[src/rtl/arm_bitmask_decoder.sv]
// Registered A64 DecodeBitMasks: turns immN:immr:imms into wmask/tmask for logical-immediate and bitfield ops.
// Optional macro BMDEC_ILLEGAL_CHECK_EN enables reserved-encoding detection (illegal output, zeroed masks).
module arm_bitmask_decoder #(
  parameter int M = 64
) (
  input  logic         clk,
  input  logic         rst,
  input  logic         in_valid,
  input  logic         immN,
  input  logic [5:0]   immr,
  input  logic [5:0]   imms,
  input  logic         immediate,
  output logic         out_valid,
  output logic [M-1:0] wmask,
  output logic [M-1:0] tmask,
  output logic         illegal
);

  // Handshake: valid-only. A request is taken at every rising edge where in_valid=1;
  // there is no ready, so the producer never stalls. out_valid is in_valid delayed by one edge.

  logic [6:0]   field7;
  logic         any_set;
  logic [2:0]   len_raw;
  logic [2:0]   len;
  logic [5:0]   levels;
  logic [5:0]   s_val;
  logic [5:0]   r_val;
  logic [5:0]   diff;
  logic [5:0]   d_val;
  logic [63:0]  wrep;
  logic [63:0]  trep;
  logic [63:0]  wrot;
  logic         illegal_c;
  logic [M-1:0] wmask_c;
  logic [M-1:0] tmask_c;

  logic         out_valid_q;
  logic [M-1:0] wmask_q;
  logic [M-1:0] tmask_q;
  logic         illegal_q;

  // Element length from the highest set bit of {immN, ~imms}.
  always_comb begin
    field7  = {immN, ~imms};
    any_set = |field7;
    len_raw = 3'd0;
    for (int i = 0; i < 7; i++) begin
      if (field7[i]) len_raw = 3'(i);
    end
`ifdef BMDEC_ILLEGAL_CHECK_EN
    len = len_raw;
`else
    len = (len_raw == 3'd0) ? 3'd1 : len_raw;
`endif
  end

  always_comb begin
    levels = 6'((7'd1 << len) - 7'd1);
    s_val  = imms & levels;
    r_val  = immr & levels;
    diff   = s_val - r_val;
    d_val  = diff & levels;
  end

  // Build the element already replicated to 64 bits: bit i belongs to element position
  // i & levels. Rotating the periodic 64-bit word by R equals rotating each element by R.
  always_comb begin
    wrep = '0;
    trep = '0;
    wrot = '0;
    for (int i = 0; i < 64; i++) begin
      wrep[i] = ((6'(i) & levels) <= s_val);
      trep[i] = ((6'(i) & levels) <= d_val);
    end
    for (int i = 0; i < 64; i++) begin
      wrot[i] = wrep[6'(6'(i) + r_val)];
    end
  end

`ifdef BMDEC_ILLEGAL_CHECK_EN
  always_comb begin
    illegal_c = 1'b0;
    if (!any_set)                            illegal_c = 1'b1;
    if ((M == 32) && immN)                   illegal_c = 1'b1;
    if (immediate && (s_val == levels))      illegal_c = 1'b1;
  end
`else
  logic unused_inputs;
  assign unused_inputs = immediate ^ any_set;
  assign illegal_c     = 1'b0;
`endif

  always_comb begin
    wmask_c = wrot[M-1:0];
    tmask_c = trep[M-1:0];
    if (illegal_c) begin
      wmask_c = '0;
      tmask_c = '0;
    end
  end

  // Results only load on a request; idle cycles keep the last decode visible.
  always_ff @(posedge clk) begin
    if (rst) begin
      out_valid_q <= 1'b0;
      wmask_q     <= '0;
      tmask_q     <= '0;
      illegal_q   <= 1'b0;
    end else begin
      out_valid_q <= in_valid;
      if (in_valid) begin
        wmask_q   <= wmask_c;
        tmask_q   <= tmask_c;
        illegal_q <= illegal_c;
      end
    end
  end

  assign out_valid = out_valid_q;
  assign wmask     = wmask_q;
  assign tmask     = tmask_q;
  assign illegal   = illegal_q;

endmodule

[config.mk]
export PLATFORM = sky130hd
export DESIGN_NAME = arm_bitmask_decoder
export DESIGN_NICKNAME = d
export VERILOG_FILES = /design/src/rtl/arm_bitmask_decoder.sv
export SDC_FILE = /design/constraint.sdc
export NUM_CORES = 1
export LEC_CHECK = 0
export CAP_MARGIN = 25
export CORE_AREA = 2 2 220 222
export CTS_CLUSTER_DIAMETER = 40
export DETAILED_ROUTE_END_ITERATION = 10
export DIE_AREA = 0 0 222 224
export SLEW_MARGIN = 20
export SYNTH_ARGS = -nofsm -noshare
export SYNTH_HDL_FRONTEND = slang
export SYNTH_SLANG_ARGS = --single-unit
export TNS_END_PERCENT = 5
[constraint.sdc]
create_clock -name clk -period 8.23 [get_ports clk]
set_clock_uncertainty 0.2 [all_clocks]
set_input_delay 2.469 -clock clk [delete_from_list [all_inputs] [get_ports clk]]
set_output_delay 2.469 -clock clk [all_outputs]
set_load 0.005 [all_outputs]
==> flow_summary.toml <==
[run_status]
outcome = "completed"

[floorplan]
core_sq_um = 47350
die_w_microns = 222
rows = 80
dieArea_sq_um = 49730
initial_core_util_pct = 24.76
die_y_microns = 224
pin_count = 147

[yosys]
synth_edf_count = 0
synth.most_common_cell = "nor2_1"
synth_ff_type = "dfxtp_1"
synth_area_leader_cell = "dfxtp_1"
syn-cell-area_sq_um = 11720
ys_types = 96
syn_inst = 1542
ys_seq_elements = 129
synth_common_cells = "nor2_1, nand2_1, dfxtp_1"
synth_top_area_share_pct = 22.03
synth_nets = 1581
synth-seq-area-share_pct = 22.03
yosysWarnings = 0
avgSynthCellArea_sq_um = 7.601
async_reset_ff_share_pct = 0
synth_area_leaders = "dfxtp_1, xnor2_1, nor2_1, o21ai_0, nand2_1"

[cts]
root_buffer = "clkbuf_16"
cts_inserted_buffers = 17
worstSkewPairLatency_ns = 0.43
clockBufferDepth = 2
cts_num_sinks = 129
tritoncts = "built"
postCtsSetupBuffers = 0
cts-hold-fix-buffers = 0
cts_max_level = 4
ctsResizeCount = 0
path_clk_slew_ns = 0.06

[routing]
wl_per_cell_microns = 22.79
vias = 13400
drtAntennaViolNets = 0
drc = 0
first_iter_violations = 1607
vias_per_cell = 5.955
drt-pass1-iter-count = 6
wl_mm = 51.27

[cells_and_area]
insertedDiodeCount = 0
design_area_sq_um = 14330
nFillCells = 5116
syn_to_final_growth_pct = 22.25
fin_nets = 1661
drive_above_1_share_pct = 8.807

[setup_path]
arrival_ns = 7.52
worst-setup-path-type = "input port to flop"
critPathLaunchType = "input port"
end_kind = "flop"
worstPathMaxFanout = 15
required_ns = 8.30

[grt]
grt_pass1_wl_mm = 76.62
grtUsageTotal_pct = 19.85
grt_pass1_vias = 12350
grt_start_max_net_pins = 68
gr-total-overflow = 0
antenna_found_initial = 1

[pwr]
p_seq_share_pct = 27.7
vdd_ir_drop_max_uv = 143.1
powerDensity_nw_per_um2 = 188.9
power_switching_mw = 1.048
pwr-share-clk_pct = 29.7
swShare_pct = 38.71
combPwrFrac_pct = 42.6
power.internal_mw = 1.659
p_leak_nw = 5.054

[placement]
place_area_sq_um = 13700
place.gp.congestion = 0.9815
port_buffers = 144
dp_hpwl_mm = 38.84

[sta]
finalSetupViolCount = 0
holdWs_ns = 0.2562
drv_slew = 0
worst_slew_pin_slew_ns = 1.021
fin_crit_sh_pct = 90.47
setup_tns_ns = 0
fmax_mhz = 134.3
worst_slew_margin_rel_pct = 31.64
rsz0062_at_grt = "false"
period_minus_slack_ns = 7.446
hold_violations = 0

[min_path]
hold_class = "flop to flop"

[job]
cap_violations = 0
[state kept, by name, summed over array words and instances (netlist names)]
name	cells
tmask	64
wmask	64
out_valid	1
[cell families after synthesis]
logic type                 Yosys count  share of synthesized area, %
AOI/OAI and AO/OA                  593                         36.53
xor gates and xnor gates            84                         6.277
adders and majority gates           22                         2.412
buffers and inverters              153                         5.679
DFF                                129                         22.03
muxes                               55                         6.682
other                                2                       0.06407
and+or+nand+nor                    504                         20.32
[power by group through the flow]
stage | registers [mW] | logic, mW | clock network (mW)
3_3_place_gp | 0.763 | 1.11 | 0
3_5_place_dp | 0.764 | 1.12 | 0
5_1_grt | 0.759 | 1.23 | 0.843
6_report | 0.750 | 1.15 | 0.805
2_1_floorplan | 0.759 | 0.693 | 0
4_1_cts | 0.751 | 1.13 | 0.816
[layout by cell type, fill, tap and decap left out, types with 20 or more instances in the layout]
master / instances
nor3_1: 40
clkdlybuf4s50_1: 142
o21ai_0: 113
nand2b_1: 20
xnor2_1: 82
a221oi_1: 20
nand2_1: 134
dfxtp_1: 129
nor2_1: 156
o211ai_1: 39
a311oi_1: 21
a211oi_1: 47
a22o_1: 20
nand3_1: 55
buf_4: 40
a21oi_1: 81
ha_1: 21
inv_1: 25
a31oi_1: 28
mux2i_1: 30
[path summary, 6_finish.rpt]
| kind | startpoint | end | slack (ns) | cells past startpoint |
|---|---|---|---|---|
| setup / recovery | immN | tmask[4] | 0.78 | 16 |
| hold reg to reg | tmask[34] | tmask[34] | 0.26 | 2 |
| hold / removal | tmask[34] | tmask[34] | 0.26 | 2 |
| setup reg to reg | wmask[31] | wmask[31] | 6.99 | 2 |
[metrics by stage]
step | worst slack (ns) | power (mW) | util (%) | instances
after floorplan | 1.517 | 1.452 | - | 1542
after global placement | 0.5501 | 1.873 | 28.89 | 2216
after detailed placement | 0.4139 | 1.886 | 28.93 | 2217
after CTS | 0.8722 | 2.695 | 30.25 | 2249
after global routing | 0.5077 | 2.834 | 30.26 | 2250
final | 0.7839 | 2.707 | 30.26 | 2250
[metal layers]
layer	track usage [%]	vias to the layer above	routed length, microns
met1	26.47	6483	22340
met2	32.13	722	23250
met5	0	-	13
li1	-	6082	-
met4	7.541	2	1724
met3	3.266	109	3939
[worst max-delay path, stage by stage]
cell and delay, ns:
clkdlybuf4s50_1 0.44, and4b_1 0.48, nand2_1 0.10, ha_1 0.28
buf_4 0.23, nand2b_1 0.39, inv_1 0.34, ha_1 0.38
nor2b_1 0.14, o21ai_0 0.16, a21oi_1 0.16, o211a_1 0.27
nor2_1 0.21, mux2i_1 0.61, and3_1 0.67, a311oi_1 0.19
[cell type report]
cell class,count,area (sq um),area share (%)
Sequential cell,129,2582,18.02
Multi-Input combinational cell,1260,8493,59.27
Inverter,30,112.6,0.7859
Timing Repair Buffer,184,1747,12.19
Tap cell,615,769.5,5.370
Clock buffer,19,452.9,3.161
Clock inverter,13,171.4,1.196
Note: power is estimated with default switching activity, not from simulation.
